$ cat src/rtl/vrf_pkg.sv
// Shared constants, state encoding and helpers for the vector write-back packer.
package vrf_pkg;

   localparam int unsigned DATA_WIDTH     = 16;
   localparam int unsigned REG_WIDTH      = 4;
   localparam int unsigned VMAX           = 8;
   localparam int unsigned VL_WIDTH       = $clog2(VMAX) + 1;
   localparam int unsigned LANE_IDX_WIDTH = (VMAX > 1) ? $clog2(VMAX) : 1;

   // Register 0 is hardwired to zero in the register file.
   localparam logic [REG_WIDTH-1:0] ZERO_REG = '0;

   typedef enum logic [1:0] {
      StIdle    = 2'd0,
      StCollect = 2'd1,
      StWrite   = 2'd2
   } vwb_state_e;

   // Limit a requested vector length to the number of physical lanes.
   function automatic logic [VL_WIDTH-1:0] clamp_vl(input logic [VL_WIDTH-1:0] vl);
      if (vl > VL_WIDTH'(VMAX)) begin
         return VL_WIDTH'(VMAX);
      end
      return vl;
   endfunction

endpackage

$ cat src/rtl/vector_lane_shift_reg.sv
// Shadow vector register: one lane written per cycle by index, whole vector cleared on demand.
// Exposes the next-state view so the owner can capture the final lane in the same cycle.
module vector_lane_shift_reg #(
   parameter int unsigned DataWidth = 16,
   parameter int unsigned Lanes     = 8,
   parameter int unsigned IdxWidth  = 3
) (
   input  logic                       clk,
   input  logic                       rst_n,
   input  logic                       clear_i,
   input  logic                       wr_en_i,
   input  logic [IdxWidth-1:0]        wr_idx_i,
   input  logic [DataWidth-1:0]       wr_data_i,
   output logic [DataWidth*Lanes-1:0] vec_next_o
);

   logic [Lanes-1:0][DataWidth-1:0] lane_q, lane_d;

   // Clear has priority over a lane write.
   always_comb begin
      lane_d = lane_q;
      if (clear_i) begin
         lane_d = '0;
      end else if (wr_en_i) begin
         lane_d[wr_idx_i] = wr_data_i;
      end
   end

   // Lane storage.
   always_ff @(posedge clk or negedge rst_n) begin
      if (!rst_n) begin
         lane_q <= '0;
      end else begin
         lane_q <= lane_d;
      end
   end

   assign vec_next_o = lane_d;

endmodule

$ cat src/rtl/vector_wb_packer.sv
// Collects a lane-serial element stream into a full vector and issues a single
// one-cycle write to the vector register file. All outputs come straight from flops.
module vector_wb_packer
   import vrf_pkg::*;
(
   input  logic                       clk,
   input  logic                       rst_n,
   input  logic                       start_i,
   output logic                       start_ready_o,
   input  logic [REG_WIDTH-1:0]       rd_idx_i,
   input  logic [VL_WIDTH-1:0]        vl_i,
   input  logic                       elem_valid_i,
   input  logic [DATA_WIDTH-1:0]      elem_data_i,
   output logic                       elem_ready_o,
   output logic [REG_WIDTH-1:0]       rf_rd_o,
   output logic                       rf_wen_o,
   output logic [DATA_WIDTH*VMAX-1:0] rf_data_o,
   output logic                       done_o
);

   vwb_state_e                  state_q, state_d;
   logic [REG_WIDTH-1:0]        rd_q, rd_d;
   logic [VL_WIDTH-1:0]         vl_q, vl_d;
   logic [VL_WIDTH-1:0]         cnt_q, cnt_d;
   logic                        start_ready_q, start_ready_d;
   logic                        elem_ready_q, elem_ready_d;
   logic                        rf_wen_q, rf_wen_d;
   logic                        done_q, done_d;
   logic [REG_WIDTH-1:0]        rf_rd_q, rf_rd_d;
   logic [DATA_WIDTH*VMAX-1:0]  rf_data_q, rf_data_d;

   logic                        sh_clear;
   logic                        sh_wr_en;
   logic [DATA_WIDTH*VMAX-1:0]  sh_vec_next;
   logic [VL_WIDTH-1:0]         vl_eff;
   logic                        start_hs;
   logic                        elem_hs;

   assign vl_eff   = clamp_vl(vl_i);
   assign start_hs = start_i && start_ready_q;
   assign elem_hs  = elem_valid_i && elem_ready_q;

   vector_lane_shift_reg #(
      .DataWidth (DATA_WIDTH),
      .Lanes     (VMAX),
      .IdxWidth  (LANE_IDX_WIDTH)
   ) u_shadow (
      .clk        (clk),
      .rst_n      (rst_n),
      .clear_i    (sh_clear),
      .wr_en_i    (sh_wr_en),
      .wr_idx_i   (cnt_q[LANE_IDX_WIDTH-1:0]),
      .wr_data_i  (elem_data_i),
      .vec_next_o (sh_vec_next)
   );

   // Next-state, job latching and lane-counter control.
   always_comb begin
      state_d  = state_q;
      rd_d     = rd_q;
      vl_d     = vl_q;
      cnt_d    = cnt_q;
      sh_clear = 1'b0;
      sh_wr_en = 1'b0;
      unique case (state_q)
         StIdle: begin
            if (start_hs) begin
               rd_d     = rd_idx_i;
               vl_d     = vl_eff;
               cnt_d    = '0;
               sh_clear = 1'b1;
               state_d  = (vl_eff == '0) ? StWrite : StCollect;
            end
         end
         StCollect: begin
            if (elem_hs) begin
               sh_wr_en = 1'b1;
               cnt_d    = cnt_q + VL_WIDTH'(1);
               if (cnt_q == vl_q - VL_WIDTH'(1)) begin
                  state_d = StWrite;
               end
            end
         end
         StWrite: begin
            state_d = StIdle;
         end
         default: begin
            state_d = StIdle;
         end
      endcase
   end

   // Output flops are loaded from the upcoming state so they line up with it.
   // Write index and data only change when entering WRITE and hold otherwise.
   always_comb begin
      start_ready_d = (state_d == StIdle);
      elem_ready_d  = (state_d == StCollect);
      done_d        = (state_d == StWrite);
      rf_wen_d      = (state_d == StWrite) && (rd_d != ZERO_REG);
      rf_rd_d       = rf_rd_q;
      rf_data_d     = rf_data_q;
      if (state_d == StWrite) begin
         rf_rd_d   = rd_d;
         rf_data_d = sh_vec_next;
      end
   end

   // State, job context and registered outputs.
   always_ff @(posedge clk or negedge rst_n) begin
      if (!rst_n) begin
         state_q       <= StIdle;
         rd_q          <= '0;
         vl_q          <= '0;
         cnt_q         <= '0;
         start_ready_q <= 1'b1;
         elem_ready_q  <= 1'b0;
         rf_wen_q      <= 1'b0;
         done_q        <= 1'b0;
         rf_rd_q       <= '0;
         rf_data_q     <= '0;
      end else begin
         state_q       <= state_d;
         rd_q          <= rd_d;
         vl_q          <= vl_d;
         cnt_q         <= cnt_d;
         start_ready_q <= start_ready_d;
         elem_ready_q  <= elem_ready_d;
         rf_wen_q      <= rf_wen_d;
         done_q        <= done_d;
         rf_rd_q       <= rf_rd_d;
         rf_data_q     <= rf_data_d;
      end
   end

   assign start_ready_o = start_ready_q;
   assign elem_ready_o  = elem_ready_q;
   assign rf_wen_o      = rf_wen_q;
   assign done_o        = done_q;
   assign rf_rd_o       = rf_rd_q;
   assign rf_data_o     = rf_data_q;

endmodule
$ cat config.mk
export PLATFORM = sky130hd
export DESIGN_NAME = vector_wb_packer
export DESIGN_NICKNAME = d
export VERILOG_FILES = /design/src/rtl/vrf_pkg.sv /design/src/rtl/vector_lane_shift_reg.sv /design/src/rtl/vector_wb_packer.sv
export SDC_FILE = /design/constraint.sdc
export NUM_CORES = 1
export LEC_CHECK = 0
export CAP_MARGIN = 20
export CORE_MARGIN = 10
export CORE_UTILIZATION = 61
export CTS_BUF_LIST = sky130_fd_sc_hd__clkbuf_8
export CTS_CLUSTER_SIZE = 10
export DETAILED_ROUTE_END_ITERATION = 10
export GPL_ROUTABILITY_DRIVEN = 0
export PLACE_DENSITY = 0.95
export SYNTH_ARGS = -nofsm -noshare
export SYNTH_HDL_FRONTEND = slang
export SYNTH_HIERARCHICAL = 1
export SYNTH_SLANG_ARGS = --single-unit
$ cat constraint.sdc
create_clock -name clk -period 6.7 [get_ports clk]
set_input_delay 1.005 -clock clk [delete_from_list [all_inputs] [get_ports clk]]
set_output_delay 1.005 -clock clk [all_outputs]
set_load 0.005 [all_outputs]
Word level (Yosys, flattened, before mapping)
Cells that the tools add are included.
Widths: inputs -> output; s select.
{"block": "word_totals", "regBits": 278, "latchBits": 0, "ram_bits": 0, "rom_bits": 0, "inputBits": 28, "out_inout_bits": 136, "word_cells": 62, "n_memories": 0}
{"block": "classes", "addsub": 2, "multipliers": 0, "n_div": 0, "magnitude_cmp": 3, "n_eq_ne": 6, "shift": 0, "n_mux": 22, "bitwise": 0, "n_reduce_logical": 11}
{"op": "$mux 128", "n": 2}
{"op": "$bwmux 128", "n": 1}
{"op": "$demux 16 s3", "n": 1}
{"op": "$mux 4", "n": 6}
{"op": "$mux 16", "n": 1}
{"op": "$mux 2", "n": 4}
{"op": "$pmux 4 s2", "n": 1}
{"op": "$mux 1", "n": 5}
{"op": "$add 4x1->4 const B", "n": 1}
{"op": "$eq 2x1->1 const B", "n": 2}
{"op": "$eq 4x4->1", "n": 1}
{"op": "$gt 4x4->1 const B", "n": 1}
{"op": "$logic_and 1x1->1", "n": 4}
{"op": "$logic_not 2->1", "n": 2}
{"op": "$logic_not 4->1", "n": 1}
{"op": "$lt 3x4->1 const B", "n": 1}
{"op": "$ne 2x2->1 const B", "n": 2}
{"op": "$pmux 2 s2", "n": 1}
{"op": "$reduce_bool 4->1", "n": 1}
{"op": "$sub 4x1->4 const B", "n": 1}
{"op": "$ge 3x1->1 const B", "n": 1}
{"op": "$reduce_and 3->1", "n": 1}
{"op": "$eq 2x2->1 const B", "n": 1}
{"op": "$reduce_and 2->1", "n": 1}
{"op": "$reduce_bool 2->1", "n": 1}

Logic depth before layout (Yosys ltp)
Gate-level depths: netlist of the first run.
{"block": "depth", "word_depth": 9, "depth_mapped": 10}

Cells and area by module
The synthesis of the first run kept the hierarchy.
{"module": "vector_wb_packer", "n_inst": 1, "cells_per_inst": 360, "area_per_inst_um2": 5728.0, "seq_area_each_um2": 3754.9}
{"module": "vector_lane_shift_reg", "n_inst": 1, "cells_per_inst": 455, "area_per_inst_um2": 5686.7, "seq_area_each_um2": 3203.1}

Least setup slack after synthesis of the first run
Ideal clock, no wire load.
{"block": "synth_timing", "path_type": "input port to flip-flop", "from": "input start_i", "to": "register rf_data_q[43] (netlist: rf_data_o[43])", "setup_ps": 127, "t_arrival_ps": 2857, "required_time_ps": 6573, "path_slack_ps": 3715, "path_stages": 10, "path_buffers": 5, "path_cell_list": "nand4bb_1 > clkbuf_1 > clkinv_1 > clkbuf_1 > clkbuf_1 > buf_2 > clkbuf_1 > nand2b_1 > mux2i_1 > mux2_1"}
{"block": "synth_via", "elab_chain_cells": 4, "word_cells_on_any_way": 7, "classes_between": "1 x eq/ne; 5 x mux; 1 x reduce/logical"}
{"item": "start, declared", "line_no": "vector_wb_packer.sv:8", "source": "input logic start_i,"}
{"item": "$logic_and 1x1->1", "line_no": "vector_wb_packer.sv:40", "source": "assign start_hs = start_i && start_ready_q;"}
{"item": "$mux 1", "line_no": "vector_wb_packer.sv:67", "source": "if (start_hs) begin"}
{"item": "$mux 1", "line_no": "vector_wb_packer.sv:65", "source": "unique case (state_q)"}
{"item": "named net sh_clear", "line_no": "vector_wb_packer.sv:32", "source": "logic sh_clear;"}
{"item": "$mux 128", "line_no": "vector_lane_shift_reg.sv:22", "source": "if (clear_i) begin"}
{"item": "named net sh_vec_next[43]", "line_no": "vector_wb_packer.sv:34", "source": "logic [DATA_WIDTH*VMAX-1:0] sh_vec_next;"}
{"item": "end signal, assigned", "line_no": "vector_wb_packer.sv:131", "source": "rf_data_q <= rf_data_d;"}
{"item": "end, declared", "line_no": "vector_wb_packer.sv:30", "source": "logic [DATA_WIDTH*VMAX-1:0] rf_data_q, rf_data_d;"}
The timed path passes the listed nets, and every way through them passes these cells.
A chain may end at the register's enable or synchronous reset.

Worst setup path after layout of the first run
{"block": "layout_timing", "from": "input start_i", "to": "register rf_data_q[39] (netlist: rf_data_o[39])"}
{"block": "layout_via", "elab_chain_cells": 4, "word_cells_on_any_way": 7, "classes_between": "1 x eq/ne; 5 x mux; 1 x reduce/logical"}
{"item": "$logic_and 1x1->1 (*)", "line_no": "vector_wb_packer.sv:40"}
{"item": "$mux 2 / $mux 1 (equally long branches)", "line_no": "vector_wb_packer.sv:67"}
{"item": "$pmux 2 s2 / $mux 1 (equally long branches)", "line_no": "vector_wb_packer.sv:65"}
{"item": "$eq 2x2->1 / $mux 128 (equally long branches)", "line_no": "vector_wb_packer.sv:102, vector_lane_shift_reg.sv:22"}
Mark *: on every way between the ends. The rest lies on a longest branch, timed or not.

==> results of run 1 <==
## critical path: stages
cell and delay (ns):
clkdlybuf4s50_1 0.46, nand4bb_1 0.39, inv_4 0.77, buf_4 0.51, a2bb2oi_4 0.11, buf_4 0.40, mux2_1 0.43
## cells by family after synthesis
group | Yosys count | synth area share, %
mux | 260 | 24.2
fa+ha+maj | 2 | 0.219
buf+inv | 69 | 3.15
simple gates | 188 | 10.2
xor+xnor | 7 | 0.537
compound gates | 11 | 0.723
flops | 278 | 61.0
## through the flow
step | total power, mW | instance area (um2) | util [%] | hold WS (ns) | setup slack [ns]
floorplan | 3.07 | 11400 | - | 0.456 | 3.72
global placement | 3.66 | 13100 | 72.0 | 0.473 | 2.54
detailed placement | 3.74 | 13100 | 72.0 | 0.481 | 2.47
CTS | 5.06 | 13900 | 76.3 | 0.494 | 3.03
global route | 5.28 | 13900 | 76.3 | 0.500 | 2.73
finish | 5.03 | 13900 | 76.3 | 0.491 | 2.91
## synthesized netlist by cell type
| master | n | area share (%) |
|---|---|---|
| dfrtp_1 | 277 | 61 |
| nand2b_1 | 144 | 7.9 |
| mux2i_1 | 128 | 11 |
| mux2_2 | 85 | 8.4 |
| mux2_1 | 47 | 4.6 |
| clkbuf_1 | 30 | 0.99 |
| buf_2 | 22 | 0.96 |
| nand2_1 | 20 | 0.66 |
| buf_6 | 7 | 0.69 |
| o21ai_0 | 6 | 0.26 |
| inv_1 | 5 | 0.16 |
| nor2_1 | 5 | 0.16 |
| nand4bb_1 | 4 | 0.39 |
| xnor2_1 | 4 | 0.31 |
| nand3b_1 | 3 | 0.20 |
| nand4b_1 | 3 | 0.23 |
| xor2_1 | 3 | 0.23 |
| buf_1 | 2 | 0.066 |
| ha_1 | 2 | 0.22 |
| nor4_1 | 2 | 0.11 |
| a22oi_2 | 1 | 0.11 |
| a2bb2oi_2 | 1 | 0.13 |
| a31oi_1 | 1 | 0.055 |
| a32o_1 | 1 | 0.088 |
| and4_2 | 1 | 0.088 |
| buf_12 | 1 | 0.18 |
| buf_4 | 1 | 0.066 |
| clkinv_1 | 1 | 0.033 |
| dfstp_2 | 1 | 0.23 |
| nand3_1 | 1 | 0.044 |
| nand4_1 | 1 | 0.055 |
| nor2b_1 | 1 | 0.055 |
| nor4b_2 | 1 | 0.13 |
| o41ai_1 | 1 | 0.077 |
| or4_1 | 1 | 0.066 |
| or4b_1 | 1 | 0.088 |
## per-layer routing
layer | routed length [um] | GRT usage, % | part of all wire (%) | up-vias
li1 | - | - | - | 3071
met1 | 11200 | 27.6 | 41 | 3575
met2 | 13700 | 36.2 | 50 | 211
met3 | 2010 | 6.28 | 7.3 | 40
met4 | 590 | 7.82 | 2.2 | 0
met5 | 0 | 0 | 0 | -
## path summary, 6_finish.rpt
path / startpoint / to / slack (ns)
hold / removal: rf_data_o[53] / rf_data_o[53] / 0.49
hold reg to reg: rf_data_o[53] / rf_data_o[53] / 0.49
max in group asynchronous: rst_n / rf_data_o[64] / 4.59
setup / recovery: start_i / rf_data_o[39] / 2.91
min in group asynchronous: rst_n / rf_data_o[112] / 0.56
setup reg to reg: start_ready_o / rf_data_o[39] / 3.28
## state kept, by name, summed over array words and instances (netlist names)
register / cells
rf_data_o: 128
state_q: 2
vl_q: 4
rd_q: 4
rf_wen_o: 1
elem_ready_o: 1
done_o: 1
u_shadow/lane_q: 128
cnt_q: 4
rf_rd_o: 4
start_ready_o: 1
## area by class of cell
| type | instances | area (um2) | share of cell area [%] |
|---|---|---|---|
| multi-input combinational | 468 | 4110 | 29.6 |
| sequential | 278 | 6960 | 50.1 |
| clock buffer | 49 | 674 | 4.86 |
| inverter | 6 | 25.0 | 0.180 |
| tap | 229 | 287 | 2.06 |
| clock inverter | 23 | 109 | 0.784 |
| timing repair buffer | 175 | 1730 | 12.4 |
## power by group through the flow
| stage | clock (mW) | sequential (mW) | combinational (mW) |
|---|---|---|---|
| global route | 1.41 | 2.36 | 1.52 |
| CTS | 1.33 | 2.32 | 1.41 |
| floorplan | 0 | 2.30 | 0.764 |
| finish | 1.30 | 2.32 | 1.40 |
| global placement | 0 | 2.32 | 1.34 |
| detailed placement | 0 | 2.34 | 1.40 |
==> results.md, run 1 <==
Clock tree:
- The clock passes through at most 3 buffers.
- The root buffer cell chosen for the clock tree is clkbuf_8.
- Post-CTS timing repair inserted 0 buffers for setup.
- The clock tree from TritonCTS is done.
- The H-tree generated during clock tree synthesis spans 2 levels.
- The CTS buffer count is 44.
- Clock-pin slew was measured on the worst setup and hold paths at 0.06 ns.
- The number of hold buffers added after CTS was 0.
- In this run, post-CTS repair resized a total of 0 instances.
- The clock net in this run drives a total of 278 sinks.
- For the worst-skew pair, the clock arrives at the later sink with an insertion delay of 0.56 ns.

Layout:
- The net count of the finished layout is 1003.
- The synthesis-to-finish area growth is 21.7%.
- The commonest non-fill, non-tap cell in the layout is dfrtp_1.
- In the layout the commonest cells are dfrtp_1 (277), clkdlybuf4s50_1 (162), nand2b_1 (144), mux2i_1 (128), mux2_2 (85).
- The share of cells above drive strength 1 is 15.8%.
- The number of standard cells in the final layout excluding fillers is 1228.
- The number of antenna repair diodes is 0.
- The layout has 1023 filler cells.

Min path:
- The kind of path behind the tightest hold check is flip-flop to flip-flop.
- The number of cells traversed by the worst hold path is 1.

Critical path:
- The required time at the endpoint of the critical path is 7.11 ns.
- For the worst flop-to-flop path, the logic depth is 6.
- The start-to-end type of the worst setup path is input pin to flip-flop.
- Of all nets on the critical path, the largest fanout is 111.
- The arrival time reported for the critical path endpoint is 4.20 ns.
- The category of the worst setup path launch point is an input pin.
- The worst setup path is captured at a flip-flop.

STA:
- The clock arrives with 0.0290 ns of skew.
- The headroom to the max-slew limit is 31.9%.
- In the finished design, the share of the clock period the worst path needs comes to 56.6%.
- The final count of pins violating max slew came to 0.
- Setup violations remaining at the end of the flow were counted as 0.
- The maximum clock frequency is 0.264 GHz.
- Setup repair after global routing left no endpoint under its margin.
- Summed over all failing endpoints, the final setup total negative slack is 0 ns.
- The time the worst path needs with I/O delays and setup is 3.79 ns.
- For the pin with the worst max-slew slack, the measured transition is 1.02 ns.
- The final count of hold timing violations is 0.

Pwr:
- The areal power density over the cells is 362 nW/um2.
- The analysis attributes to cell leakage a power of 7.30 nW.
- The net switching power is 1.52 mW.
- The combinational share of power is 27.9%.
- The relative contribution of the clock network to total power is 25.9%.
- The switching share of power is 30.2%.
- The worst ir drop on vdd is 0.218 mV.
- The total internal power is 3.51 mW.
- Sequential cells account for 46.2% of the total power.

Routing:
- The via total after detailed routing is 6897.
- The final antenna-violating net count is 0.
- Using the TritonRoute via totals, the vias-per-cell ratio works out to 5.62.
- The number of iterations in the first detailed-routing pass is 4.
- In the routed design, unresolved DRC markers number 0.
- The routed wire length is 27400 um.
- The post-detailed-route wirelength per cell is 22.3 um.
- The starting DRC count in detailed routing is 538.

Floorplanning:
- The floorplan step defined a core boundary enclosing 18200 um2.
- The starting utilization of the core area is 62.7%.
- The die footprint is 24600 um2.
- The floorplan has 49 rows.
- The die outline width is 157 um.
- The floorplan step set the die height to 157 um.
- The top-level I/O count is 164.

Job:
- The count of max-cap constraint violations is 0.

GRT:
- The initial antenna violation count is 0.
- The total grt overflow is 0.
- Across every metal layer, demand over resource in global routing totals 22.1%.
- The wire length of the first global-routing pass is 42200 um.
- The number of global-route vias before repair was 7418.
- The pin count of the biggest net entering global routing is 126.

Synth:
- The number of register bits inferred by synthesis is 278.
- The number of instances in the synthesized netlist is 815.
- The sequential fraction of the synthesis area is 61.0%.
- The synthesized area is 11400 um2.
- Synthesis produced a netlist with a net count of 845.
- For this run, the number of Yosys warnings is 6.
- The synthesized netlist contains 36 unique library cells.
- Averaged over all synthesized cells, the footprint is 14.0 um2.

Placed design:
- The number of port buffers is 163.
- In this run, placement finished with an instance count of 1156.
- The sum of net half-perimeters after detailed placement is 17900 um.

Outcome:
- The flow ran to the end, and the final reports show no timing, DRC or antenna violations.
Note: power is estimated with default switching activity, not from simulation.
==> inputs of run 2 (changes only) <==
--- a/config.mk
+++ b/config.mk
@@ -7,12 +7,12 @@
 export LEC_CHECK = 0
 export CAP_MARGIN = 20
 export CORE_MARGIN = 10
-export CORE_UTILIZATION = 61
+export CORE_UTILIZATION = 51
 export CTS_BUF_LIST = sky130_fd_sc_hd__clkbuf_8
 export CTS_CLUSTER_SIZE = 10
 export DETAILED_ROUTE_END_ITERATION = 10
 export GPL_ROUTABILITY_DRIVEN = 0
-export PLACE_DENSITY = 0.95
+export PLACE_DENSITY = 0.85
 export SYNTH_ARGS = -nofsm -noshare
 export SYNTH_HDL_FRONTEND = slang
 export SYNTH_HIERARCHICAL = 1
==> constraint.sdc (replaced) <==
create_clock -name clk -period 3.09 [get_ports clk]
set_input_delay 0.4635 -clock clk [delete_from_list [all_inputs] [get_ports clk]]
set_output_delay 0.4635 -clock clk [all_outputs]
set_load 0.005 [all_outputs]
==> results.md, run 2 (synthesized netlist as in run 1, its figures left out) <==
GRT:
- The combined global-route utilization of all metal layers is 18.9% (-3.2 points).
- The number of global-route vias before repair is 7497 (+1.1%).
- The wire length of the first global-routing pass is 43200 um (+2.3%).
- The initial antenna violation count was 1 (+1).
- The pin count of the biggest net entering global routing is 83 (-34%).
- The total grt overflow was 0 (unchanged).

Placed design:
- The number of port buffers is 163 (unchanged).
- The instance count after placement with tap cells included is 1226 (+6.1%).
- The sum of net half-perimeters after detailed placement was 17900 um (-0.14%).

Clock tree:
- The number of buffers between clock root and the deepest sink is 3 (unchanged).
- The CTS buffer count is 45 (+2.3%).
- The post-cts resize count was 0 (unchanged).
- The number of sinks driven by the clock tree came to 278 (unchanged).
- TritonCTS built the clock tree.
- The clock-pin slew on the worst setup and hold paths is 0.06 ns (about the same).
- The clock insertion delay at the later pin of the skew report is 0.54 ns (-0.02 ns).
- The number of buffers inserted by post-CTS setup repair is 0 (unchanged).
- The tree is rooted in a clkbuf_8.
- The H-tree depth reported by CTS is 2 (unchanged).

Pwr:
- The areal power density over the cells came to 789 nW/um2 (+120%).
- The combinational share of power came to 27.0% (-0.9 points).
- The total power is 11.3 mW (+120%).
- The switching share of power was 29.2% (-1.0 points).
- The worst ir drop on vdd is 0.518 mV (+140%).
- The portion of total power attributed to sequential cells is 44.5% (-1.7 points).
- The static leakage came to 7.48 nW (+2.6%).
- The total internal power came to 7.99 mW (+130%).
- The net switching power was 3.30 mW (+120%).
- The relative contribution of the clock network to total power came to 28.4% (+2.5 points).

Layout:
- The net count of the finished layout is 1024 (+2.1%).
- The number of standard cells in the final layout excluding fillers is 1310 (+6.7%).
- In the layout the commonest cells are dfrtp_1 (277), clkdlybuf4s50_1 (162), nand2b_1 (144), mux2i_1 (128), mux2_2 (85).
- From synthesis to final layout, the design area changed by 25.3%.
- The share of cells above drive strength 1 was 18.4% (+2.6 points).
- The commonest non-fill, non-tap cell in the layout is dfrtp_1.

Floorplanning:
- The area of the core was 21900 um2 (+20%).
- The die footprint came to 28800 um2 (+17%).
- The height of the die was 170 um (+8.2%).
- The number of core rows was 54 (+10%).
- The top-level I/O count is 164 (unchanged).
- The die outline width is 170 um (+8.2%).
- The starting utilization of the core area is 52.1% (-11 points).

Routing:
- The total DRC errors in the routed layout is 0 (unchanged).
- The routed wire length is 27600 um (+0.47%).
- The starting DRC count in detailed routing is 456 (-15%).
- The post-detailed-route wirelength per cell is 21.0 um (-5.8%).
- The final antenna-violating net count is 0 (unchanged).
- The number of iterations in the first detailed-routing pass is 4 (unchanged).
- The via total after detailed routing is 6877 (-0.29%).
- The post-detailed-route via-to-cell ratio came to 5.25 (-6.5%).

Critical path:
- The highest fanout seen on the critical path is 58 (-48%).
- The start-to-end type of the worst setup path is flip-flop to flip-flop.
- The number of buffer and inverter instances along the worst setup path came to 2 (-2).
- The worst flop-to-flop path endpoint is rf_data_o[67].
- The path length in cells of the critical path came to 8 (+1).
- The most critical setup path has its startpoint at vl_q[0].
- The cell at the slowest stage of the critical path is buf_4.
- The category of the worst setup path launch point is a flip-flop.
- Following the worst setup path forward leads to its endpoint at rf_data_o[67].
- The source of the worst register-to-register timing path is vl_q[0].
- The required time at the endpoint of the critical path is 3.50 ns (-3.61 ns).
- The signal on the critical path passes through inv_1 > ha_1 > xnor2_1 > nor4b_2 > a22oi_2 > a2bb2oi_4 > buf_4 > mux2_1.
- The arrival time reported for the critical path endpoint came to 3.20 ns (-1.00 ns).
- The type of destination of the critical path is a flip-flop.
- The worst stage delay on the critical path is 0.63 ns (-0.14 ns).
- The count of cells along the worst register-to-register path is 8 (+2).
- Among cell families on the critical path, the largest total delay comes from buffers and inverters.
- The setup slack on the worst flop-to-flop path is 0.30 ns (-2.98 ns).

STA:
- The headroom to the max-slew limit is 46.0% (+14 points).
- The count of endpoints failing setup in the final report is 0 (unchanged).
- The final count of hold timing violations is 0 (unchanged).
- Setup repair after global routing left no endpoint under its margin.
- The clock period could shrink to 2.79 ns.
- The slew at the pin closest to its max-slew limit is 0.809 ns (-0.212 ns).
- The final count of pins violating max slew came to 0 (unchanged).
- The setup TNS after final layout is 0 ns (unchanged).
- The worst path uses 90.4% of the clock period.
- Based on the critical path, the design can be clocked at up to 0.358 GHz.
- The largest clock skew in the final design is 0.0140 ns (-0.0151 ns).

Min path:
- The kind of path behind the tightest hold check is flip-flop to flip-flop.
- The number of cells traversed by the worst hold path came to 1 (unchanged).

Outcome:
- The flow ran to the end, and the final reports show no timing, DRC or antenna violations.

Job:
- The count of max-cap constraint violations is 0 (unchanged).
## run 2: cell types whose count changed in the layout (fill, tap and decap cells not counted), sizes merged
cell | before | now
clkinv | 2 | 5
buf | 13 | 32
clkbuf | 49 | 59
dlygate4sd3 | 0 | 1
bufinv | 0 | 1
inv | 26 | 21
diode | 0 | 2
## run 2: worst min-delay path by stage
stage	slack [ns]	start	endpoint
after floorplan	0.17	rst_n	cnt_q[0]
after global placement	0.47	rf_data_o[50]	rf_data_o[50]
after detailed placement	0.48	rf_data_o[50]	rf_data_o[50]
after CTS	0.49	rd_idx_i[3]	rf_wen_o
after global routing	0.51	rf_data_o[38]	rf_data_o[38]
final	0.49	rf_data_o[50]	rf_data_o[50]
## run 2: layout make-up
cell class | instances | area (um2)
fillers | 1645 | 7580
clock inverters | 22 | 119
repair buffers | 195 | 1930
well taps | 280 | 350
flip-flops and latches | 278 | 6960
inverters | 6 | 25.0
clock buffers | 59 | 812
diodes | 2 | 5.00
multi-input cells | 468 | 4110
## run 2: timing repair
| item | in CTS | in global routing |
|---|---|---|
| hold buffers | 1 | 0 |
| setup endpoints to repair | 0 | 0 |
| hold endpoints to repair | 77 | 0 |
## run 2: power groups by stage
stage | logic [mW] | clock network (mW) | registers [mW]
finish | 3.05 | 3.21 | 5.03
global placement | 2.95 | 0 | 5.05
CTS | 3.10 | 3.27 | 5.03
floorplan | 1.66 | 0 | 4.99
global route | 3.34 | 3.44 | 5.12
detailed placement | 3.06 | 0 | 5.09
## run 2: worst reg2reg max path: cells and delay by family, from the launching register on
kind / cells / cell delay [ns]
compound gates: 2 / 0.47
xor+xnor: 1 / 0.23
fa+ha+maj: 1 / 0.32
buf+inv: 2 / 0.72
flops: 1 / 0.38
mux: 1 / 0.46
simple gates: 1 / 0.09
## run 2: metrics by stage
step | hold WS, ns | util, % | area, um2 | setup slack, ns
after floorplan | 0.168 | - | 11400 | 0.582
after global placement | 0.474 | 61.0 | 13400 | 0.382
after detailed placement | 0.481 | 61.0 | 13400 | 0.312
after CTS | 0.486 | 65.3 | 14300 | 0.292
after global routing | 0.511 | 65.4 | 14300 | 0.122
final | 0.488 | 65.4 | 14300 | 0.298
## run 2: layer usage
layer	GRT usage (%)	wire (um)	vias to the layer above
met3	5.03	1920	46
met4	6.12	685	0
li1	-	-	3122
met1	24.3	11600	3510
met2	30.6	13300	199
met5	0	0	-
